`src/rtl/fpu_add_issue.sv`:
```
// rtl/fpu_add_issue.sv - FADD.S/FSUB.S operand issue stage with special-case classification and 2-entry buffer
module fpu_add_issue #(
    parameter int TAG_W = 5
) (
    input  logic             clk,
    input  logic             rst,
    input  logic             flush,
    input  logic             in_valid,
    output logic             in_ready,
    input  logic             in_op,
    input  logic [31:0]      in_a,
    input  logic [31:0]      in_b,
    input  logic [TAG_W-1:0] in_tag,
    output logic             out_valid,
    input  logic             out_ready,
    output logic [31:0]      out_a,
    output logic [31:0]      out_b,
    output logic [TAG_W-1:0] out_tag,
    output logic             out_special,
    output logic [31:0]      out_special_val,
    output logic             out_nv
);
    localparam logic [31:0] QNAN = 32'h7FC0_0000;

    logic [1:0]       count;
    logic             rd_ptr;
    logic             wr_ptr;
    logic [31:0]      mem_a   [2];
    logic [31:0]      mem_b   [2];
    logic [31:0]      mem_val [2];
    logic [TAG_W-1:0] mem_tag [2];
    logic             mem_sp  [2];
    logic             mem_nv  [2];

    logic        push;
    logic        pop;
    logic [31:0] b_eff;
    logic        a_nan, a_snan, a_inf, a_zero;
    logic        b_nan, b_snan, b_inf, b_zero;
    logic        c_special;
    logic [31:0] c_val;
    logic        c_nv;

    assign in_ready  = (count != 2'd2);
    assign out_valid = (count != 2'd0);
    assign push      = in_valid && in_ready;
    assign pop       = out_valid && out_ready;

    assign b_eff  = {in_b[31] ^ in_op, in_b[30:0]};
    assign a_nan  = (&in_a[30:23]) && (|in_a[22:0]);
    assign a_snan = a_nan && !in_a[22];
    assign a_inf  = (&in_a[30:23]) && !(|in_a[22:0]);
    assign a_zero = !(|in_a[30:0]);
    assign b_nan  = (&in_b[30:23]) && (|in_b[22:0]);
    assign b_snan = b_nan && !in_b[22];
    assign b_inf  = (&in_b[30:23]) && !(|in_b[22:0]);
    assign b_zero = !(|in_b[30:0]);

    // First matching rule wins; the sign comparisons use the already-flipped B.
    always_comb begin
        c_special = 1'b1;
        c_val     = 32'h0;
        c_nv      = 1'b0;
        if (a_nan || b_nan) begin
            c_val = QNAN;
            c_nv  = a_snan || b_snan;
        end else if (a_inf && b_inf && (in_a[31] != b_eff[31])) begin
            c_val = QNAN;
            c_nv  = 1'b1;
        end else if (a_inf) begin
            c_val = in_a;
        end else if (b_inf) begin
            c_val = b_eff;
        end else if (a_zero && b_zero) begin
            c_val = {in_a[31] & b_eff[31], 31'b0};
        end else if (a_zero) begin
            c_val = b_eff;
        end else if (b_zero) begin
            c_val = in_a;
        end else begin
            c_special = 1'b0;
        end
    end

    always_ff @(posedge clk) begin
        if (rst) begin
            count  <= 2'd0;
            rd_ptr <= 1'b0;
            wr_ptr <= 1'b0;
            for (int i = 0; i < 2; i++) begin
                mem_a[i]   <= 32'h0;
                mem_b[i]   <= 32'h0;
                mem_val[i] <= 32'h0;
                mem_tag[i] <= '0;
                mem_sp[i]  <= 1'b0;
                mem_nv[i]  <= 1'b0;
            end
        end else if (flush) begin
            count  <= 2'd0;
            rd_ptr <= 1'b0;
            wr_ptr <= 1'b0;
        end else begin
            if (push) begin
                mem_a[wr_ptr]   <= in_a;
                mem_b[wr_ptr]   <= b_eff;
                mem_val[wr_ptr] <= c_val;
                mem_tag[wr_ptr] <= in_tag;
                mem_sp[wr_ptr]  <= c_special;
                mem_nv[wr_ptr]  <= c_nv;
                wr_ptr          <= ~wr_ptr;
            end
            if (pop) begin
                rd_ptr <= ~rd_ptr;
            end
            count <= count + {1'b0, push} - {1'b0, pop};
        end
    end

    assign out_a           = mem_a[rd_ptr];
    assign out_b           = mem_b[rd_ptr];
    assign out_tag         = mem_tag[rd_ptr];
    assign out_special     = mem_sp[rd_ptr];
    assign out_special_val = mem_val[rd_ptr];
    assign out_nv          = mem_nv[rd_ptr];
endmodule
```
`config.mk`:
```
export PLATFORM = sky130hd
export DESIGN_NAME = fpu_add_issue
export DESIGN_NICKNAME = d
export VERILOG_FILES = /design/src/rtl/fpu_add_issue.sv
export SDC_FILE = /design/constraint.sdc
export NUM_CORES = 1
export LEC_CHECK = 0
export ABC_AREA = 1
export CORE_ASPECT_RATIO = 1.1
export CORE_MARGIN = 3
export CORE_UTILIZATION = 65
export CTS_BUF_LIST = sky130_fd_sc_hd__clkbuf_8
export DETAILED_ROUTE_END_ITERATION = 10
export DONT_BUFFER_PORTS = 1
export GPL_ROUTABILITY_DRIVEN = 0
export GPL_TIMING_DRIVEN = 0
export PLACE_DENSITY = 0.81
export SETUP_SLACK_MARGIN = 0.2
export SLEW_MARGIN = 30
export SYNTH_ARGS = -nofsm -noshare
export SYNTH_HDL_FRONTEND = slang
export SYNTH_SLANG_ARGS = --single-unit
```
`constraint.sdc`:
```
create_clock -name clk -period 8.7 [get_ports clk]
set_input_delay 1.305 -clock clk [delete_from_list [all_inputs] [get_ports clk]]
set_output_delay 1.305 -clock clk [all_outputs]
set_load 0.03 [all_outputs]
```
**Word level (Yosys, flattened, before mapping)**

Memories as Yosys holds them, arrays and structs flattened. A register that Yosys moved wholly into a read port is not among the register bits.
Index checks and enable logic that the tools add are counted.
W data, S select, Z words.

- RAM bits: 206
- Memories kept: 6
- Register bits: 4
- Bits of input ports: 75

- Bitwise operators: 4
- Eq/ne operators: 2
- Muxes and demuxes: 52
- Add/sub/neg operators: 2
- Reduce and logical (&&, ||, !) cells: 33

Memories:

| name | words | bits a word | rd ports | clocked after Yosys merged registers in | wr ports | line | source |
|---|---|---|---|---|---|---|---|
| mem_a | 2 | 32 | 1 | 1 | 2 | 28 | `logic [31:0] mem_a [2];` |
| mem_b | 2 | 32 | 1 | 1 | 2 | 29 | `logic [31:0] mem_b [2];` |
| mem_val | 2 | 32 | 1 | 1 | 2 | 30 | `logic [31:0] mem_val [2];` |
| mem_tag | 2 | 5 | 1 | 1 | 2 | 31 | `logic [TAG_W-1:0] mem_tag [2];` |
| mem_nv | 2 | 1 | 1 | 1 | 2 | 33 | `logic mem_nv [2];` |
| mem_sp | 2 | 1 | 1 | 1 | 2 | 32 | `logic mem_sp [2];` |

Operator list:

| operator | count |
|---|---|
| $mux W32 | 10 |
| $reduce_or A32 Y1 | 3 |
| $reduce_or A31 Y1 | 2 |
| $reduce_or A23 Y1 | 2 |
| $mux W1 | 41 |
| $reduce_and A8 Y1 | 2 |
| $logic_and A1 B1 Y1 | 11 |
| $logic_not A1 Y1 | 6 |
| $mux W5 | 1 |
| $reduce_or A5 Y1 | 1 |
| $add A2 B1 Y2 | 1 |
| $logic_or A1 B1 Y1 | 2 |
| $ne A2 B2 Y1 const B | 1 |
| $not A1 Y1 | 2 |
| $reduce_bool A2 Y1 | 1 |
| $reduce_or A1 Y1 | 2 |
| $reduce_or A2 Y1 | 1 |
| $sub A2 B1 Y2 | 1 |
| $and A1 B1 Y1 | 1 |
| $ne A1 B1 Y1 | 1 |
| $xor A1 B1 Y1 | 1 |

**Depth between registers and ports, before layout**

Gate-level depths: netlist of run 1.

- Depth in word-level cells: 9
- Gate-level depth with buffers: 13
- Depth with buffers taken out: 13

**Worst setup path before layout of run 1**

Ideal clock, no wire load.

- Path kind: in2reg
- Start: input flush
- End: memory mem_a[0][0] (enable)
- Stages on the path: 7
- Arrival time: 4.448 ns
- Path buffers: 2
- Path slack: 3.786 ns
- Data required time: 8.235 ns
- Library setup time: 0.465 ns
- Cells stage by stage: nor2_1 -> inv_1 -> nor3_1 -> inv_2 -> buf_2 -> buf_2 -> nand2_1

RTL lines:

| item | line | source |
|---|---|---|
| from (decl) | 7 | `input logic flush,` |
| to (decl) | 28 |  |

==> results of run 1 <==
flip-flops by register name (all words and copies together) (netlist names), named ones only:
name and cells:
mem_tag 10, mem_sp 2, wr_ptr 1, rd_ptr 1, mem_val 64, mem_b 64, count 2, mem_nv 2
mem_a 64
final cells by class:
class,instances,area [µm²],area share
Sequential cell,211,6290,0.569
Multi-Input combinational cell,557,3160,0.286
Clock buffer,37,509,0.0461
Inverter,91,342,0.0309
Buffer,46,255,0.0231
Tap cell,196,245,0.0222
Clock inverter,23,145,0.0131
Timing Repair Buffer,4,103,0.00929
critical path: stages (launching register included):
cell,delay [ns]
dfxtp_1,0.35
clkbuf_1,0.54
buf_2,0.43
mux2_2,0.48
metrics by stage:
step | cell area [µm²] | utilization
floorplan | 10000 | -
global placement | 10300 | 0.683
detailed placement | 10400 | 0.690
CTS | 11000 | 0.734
global route | 11000 | 0.734
finish | 11000 | 0.734
synth_stat cells, types with 4 or more instances:
library cell / instances
clkbuf_1: 10
nor2_2: 6
inv_1: 82
mux2_2: 103
nor2_4: 5
buf_6: 4
buf_1: 4
nand2_1: 94
dfxtp_1: 5
nor3_1: 11
edfxtp_1: 206
inv_2: 9
nand4_1: 4
nor2_1: 244
buf_2: 24
nand2_2: 14
nand3_1: 61
power by group:
part	total [W]	switching [W]	internal, W
combinational	0.000194	0.000146	0.0000481
clock	0.000820	0.000369	0.000451
sequential	0.00118	0.0000116	0.00116
total	0.00219	0.000527	0.00166
kinds of logic after synthesis:
kind of cell,after synthesis,share of synthesized area
simple gates,443,0.189
flops,211,0.627
buf+inv,137,0.0595
mux,103,0.116
compound gates,6,0.00312
fa+ha+maj,3,0.00374
xor+xnor,2,0.00175
worst paths after layout:
kind | endpoint | slack [ns] | depth (start not counted)
max | out_special_val[0] | 5.09 | 3
min | rd_ptr$_SDFFE_PP0P_ | 0.46 | 1
max reg2reg | mem_val[1][22]$_SDFFCE_PN0P_ | 5.79 | 9
min reg2reg | rd_ptr$_SDFFE_PP0P_ | 0.46 | 1
metal layers:
layer | vias to the layer above | global-route usage | part of all wire
met1 | 3199 | 0.359 | 0.40
met4 | 0 | 0.0786 | 0.023
met3 | 45 | 0.0790 | 0.086
met2 | 291 | 0.441 | 0.49
met5 | - | 0 | 0
li1 | 3102 | - | -
==> impl_metrics.csv, run 1 <==
group,metric,value,unit
run_status,status,"finished clean",
clocking,cts_root_buf,"clkbuf_8",
routing,vias,6637,
place,pre_cts_ws,5.03,ns
timing,timing.final.ws_setup,5.09,ns
timing,hold_viol_final,0,
place,dp_hpwl,16500,µm
synth,synth.area.top_cells,"edfxtp_1, mux2_2, nor2_1",
grt,grt_pass1_vias,6501,
die,start_util,0.666,
clocking,cts_resized,0,
synth,synth_cell_type_count,28,
timing,setup_viol,0,
timing,slew_headroom,0.544,
die,die_w,124,µm
critical_path,cp-end-kind,"output pin",
timing,worstMarginPinSlew,0.684,ns
timing,max_freq,277,MHz
synth,yosysSeqAreaShare,0.627,
cells_and_area,finalNetCount,1023,
clocking,clk_pin_slew,0.06,ns
timing,setup_tns,0,ns
power_and_ir_drop,leakage,4.52,nW
routing,drt_pass1_iterations,5,
timing,min_period,3.61,ns
grt,overflow,0,
die,die_h,136,µm
clocking,cts_inserted_buffers,34,
grt,grt_pass1_wl,35500,µm
place,io_buffers,0,
cells_and_area,final_cell_mix,"nor2_1, edfxtp_1, mux2_2, inv_1, nand2_1",
die,rows,47,
synth,synth-edff-count,206,
min_path,hp-class,"reg -> reg",
clocking,cts_setup_buffers,0,
synth,synth_area,10000,µm²
critical_path,r2r_start,"count[0]$_SDFF_PP0_",
min_path,min-delay-start,"rd_ptr$_SDFFE_PP0P_",
synth,yosys_warnings,0,
routing,ant_nets,0,
grt,grt.total_usage,0.271,
timing,fin_skew,0.0121,ns
die,core,15100,µm²
place,place_inst,1105,
critical_path,crit_fanout,10,
grt,antenna_found_initial,0,
critical_path,crit_type,"reg -> out",
timing,fin_hold_ws,0.459,ns
synth,avgSynthCellArea,11.1,µm²
routing,drt-initial-drc-count,554,
clocking,cts.path.max_buffers,3,
synth,syn_nets,983,
synth,netlist.area_leader.share,0.617,
die,ioPinCount,180,
routing,postRouteWirelength,23100,µm
critical_path,arrival,2.31,ns
clocking,cts.sinks,211,
cells_and_area,layout-drive-gt1-share,0.228,
clocking,htreeDepth,2,
cells_and_area,final_common_cell,"nor2_1",
critical_path,start_kind,"register",
synth,synth_cells,905,
timing,period_share,0.415,
synth,yosys.area.top_type,"edfxtp_1",
synth,synthFlopType,"edfxtp_1",
cells_and_area,stdcell_count,1165,
routing,wl_per_cell,19.8,µm
clocking,worstSkewPairLatency,0.51,ns
cells_and_area,syn_to_final_growth,10.1,%
power_and_ir_drop,vdd_drop_max,0.000136,V
cells_and_area,diodes,0,
clocking,cts_tree,"built",
cells_and_area,n_fill_cell,1073,
power_and_ir_drop,p_per_area,198,nW/µm²
power_and_ir_drop,finalPower,0.00219,W
die,die_area,17000,µm²
grt,grt_max_degree,47,
critical_path,critical_path_required,7.39,ns
synth,ys_ff_latch,211,
routing,drc,0,
routing,post_drt_via_cell_ratio,5.70,
timing,rsz0062_at_grt,"no",
clocking,hold_buffers,0,
timing,drv_slew,0,
synth,async_flop_share,0,
run,maxCapViolations,0,
Power figures use the tool's default switching activity.
==> run 2, diff against run 1 <==
--- a/config.mk
+++ b/config.mk
@@ -8,13 +8,13 @@
 export ABC_AREA = 1
 export CORE_ASPECT_RATIO = 1.1
 export CORE_MARGIN = 3
-export CORE_UTILIZATION = 65
+export CORE_UTILIZATION = 60
 export CTS_BUF_LIST = sky130_fd_sc_hd__clkbuf_8
 export DETAILED_ROUTE_END_ITERATION = 10
 export DONT_BUFFER_PORTS = 1
 export GPL_ROUTABILITY_DRIVEN = 0
 export GPL_TIMING_DRIVEN = 0
-export PLACE_DENSITY = 0.81
+export PLACE_DENSITY = 0.79
 export SETUP_SLACK_MARGIN = 0.2
 export SLEW_MARGIN = 30
 export SYNTH_ARGS = -nofsm -noshare
==> constraint.sdc (replaced) <==
create_clock -name clk -period 3.1 [get_ports clk]
set_input_delay 0.465 -clock clk [delete_from_list [all_inputs] [get_ports clk]]
set_output_delay 0.465 -clock clk [all_outputs]
set_load 0.03 [all_outputs]
==> impl_metrics.csv, run 2 (synthesized netlist as in run 1, its figures left out) <==
group,metric,value,unit
run_status,status,"finished clean",
critical_path,start_kind,"register",
timing,period_share,0.881,
power_and_ir_drop,vdd_drop_max,0.000388,V
cells_and_area,seqCellArea,6290,µm²
timing,fin_skew,0.00960,ns
cells_and_area,n_fill_cell,1243,
grt,grt_pass1_wl,35600,µm
place,dp_hpwl,16200,µm
timing,drv_slew,0,
clocking,cts_inserted_buffers,35,
critical_path,critical_path_buf_inv_count,5,
routing,ant_nets,0,
critical_path,cp-end-kind,"register",
clocking,cts.sinks,211,
routing,drt_pass1_iterations,6,
power_and_ir_drop,p_per_area,551,nW/µm²
clocking,cts.path.max_buffers,3,
timing,setup_viol,0,
die,die_h,142,µm
die,ioPinCount,180,
grt,grt_max_degree,72,
routing,drt-initial-drc-count,505,
timing,min_period,2.73,ns
critical_path,r2r_start,"count[0]$_SDFF_PP0_",
timing,worstMarginPinSlew,0.625,ns
min_path,min-delay-start,"in_a[21]",
grt,overflow,0,
critical_path,critical-path-top-delay-family,"buffers and inverters",
clocking,cts_setup_buffers,0,
clocking,htreeDepth,2,
die,die_area,18300,µm²
critical_path,r2r_end,"mem_b[1][24]$_SDFFCE_PN0P_",
cells_and_area,diodes,0,
routing,drc,0,
critical_path,regToRegSetupSlack,0.37,ns
critical_path,reg2regPathDepth,9,
min_path,hp-class,"in -> reg",
routing,post_drt_via_cell_ratio,5.65,
cells_and_area,layout-drive-gt1-share,0.231,
grt,grt.total_usage,0.258,
cells_and_area,final_cell_mix,"nor2_1, edfxtp_1, mux2_2, inv_1, nand2_1",
timing,rsz0062_at_grt,"no",
die,die_w,129,µm
place,io_buffers,0,
min_path,whs_path_depth,2,
critical_path,cp_cell_sequence,"inv_1 -> nand2_1 -> nand2_1 -> nor2_1 -> inv_1 -> clkbuf_2 -> buf_2 -> nand2_8 -> clkbuf_16",
cells_and_area,syn_to_final_growth,10.1,%
clocking,worstSkewPairLatency,0.51,ns
power_and_ir_drop,finalPower,0.00608,W
clocking,cts_root_buf,"clkbuf_8",
critical_path,crit_cells,9,
timing,fin_hold_ws,0.171,ns
critical_path,critical_path_required,3.30,ns
timing,slew_headroom,0.583,
cells_and_area,largestRegisters,"mem_a: 64 flops, mem_b: 64 flops, mem_val: 64 flops",
die,core,16000,µm²
routing,vias,6620,
grt,antenna_found_initial,0,
min_path,hold_end,"mem_a[0][21]$_SDFFCE_PN0P_",
critical_path,critPathSlowestCell,"dfxtp_1",
die,rows,48,
cells_and_area,multi_input_area,3200,µm²
cells_and_area,finalNetCount,1024,
routing,wl_per_cell,20.0,µm
die,start_util,0.625,
run,maxCapViolations,0,
critical_path,cp_slowest_stage_delay,0.33,ns
timing,max_freq,366,MHz
critical_path,crit_type,"reg -> reg",
routing,postRouteWirelength,23400,µm
critical_path,crit_fanout,35,
cells_and_area,final_common_cell,"nor2_1",
timing,hold_viol_final,0,
grt,grt_pass1_vias,6493,
clocking,cts_tree,"built",
critical_path,arrival,2.93,ns
clocking,clk_pin_slew,0.06,ns
power_and_ir_drop,leakage,4.52,nW
run 2: cell count changes in the layout (fill, tap and decap cells not counted), sizes merged:
cell,previous run,this run
clkinv,9,13
clkbuf,47,48
nand2,109,110
bufinv,2,1
buf,40,38
clkinvlp,1,0
run 2: cell type report:
class	instances	share of cell area
plain buffers	46	0.0233
clock buffers	37	0.0461
clock inverters	25	0.0113
inverters	91	0.0309
multi-input cells	558	0.289
flip-flops and latches	211	0.569
well taps	200	0.0227
repair buffers	3	0.00725
run 2: routing by layer:
metal  GRT usage  routed length [µm]  vias to the layer above  share of wire
met5           0                   0                        -              0
met3      0.0640                2190                       52          0.093
met4       0.104                 779                        0          0.033
met1       0.339                9330                     3169           0.40
li1            -                   -                     3113              -
met2       0.412               11100                      286           0.48
run 2: stage by stage:
stage	instance area [µm²]	instances	utilization	setup TNS [ns]	setup WS (ns)
finish	11000	1171	0.689	0	0.369
floorplan	10000	905	-	0	0.586
CTS	11000	1170	0.687	0	0.209
detailed placement	10400	1107	0.647	0	0.0560
global placement	10300	1105	0.642	-61.64	-0.365
global route	11000	1171	0.689	0	0.215
run 2: worst max-delay path by stage:
stage	start	endpoint	slack [ns]
final	count[0]$_SDFF_PP0_	mem_b[1][24]$_SDFFCE_PN0P_	0.37
after detailed placement	flush	mem_b[0][7]$_SDFFCE_PN0P_	0.06
after CTS	register	out_special_val[1]	0.21
after floorplan	flush	mem_a[0][0]$_SDFFCE_PN0P_	0.59
after global placement	flush	mem_b[0][6]$_SDFFCE_PN0P_	-0.36
after global routing	count[0]$_SDFF_PP0_	mem_a[1][24]$_SDFFCE_PN0P_	0.22
run 2: where the power goes:
group / internal (W) / switching [W] / total (W)
clock network: 0.00118 / 0.00105 / 0.00224
logic: 0.000133 / 0.000414 / 0.000547
registers: 0.00327 / 0.0000306 / 0.00330
total: 0.00458 / 0.00150 / 0.00608
run 2: repair_timing:
item	in CTS	in global routing
hold endpoints to repair	0	0
pin swaps	1	0
endpoints found under the setup margin	56	181
hold buffers	0	0
gates cloned	1	1
gates resized for setup	0	5
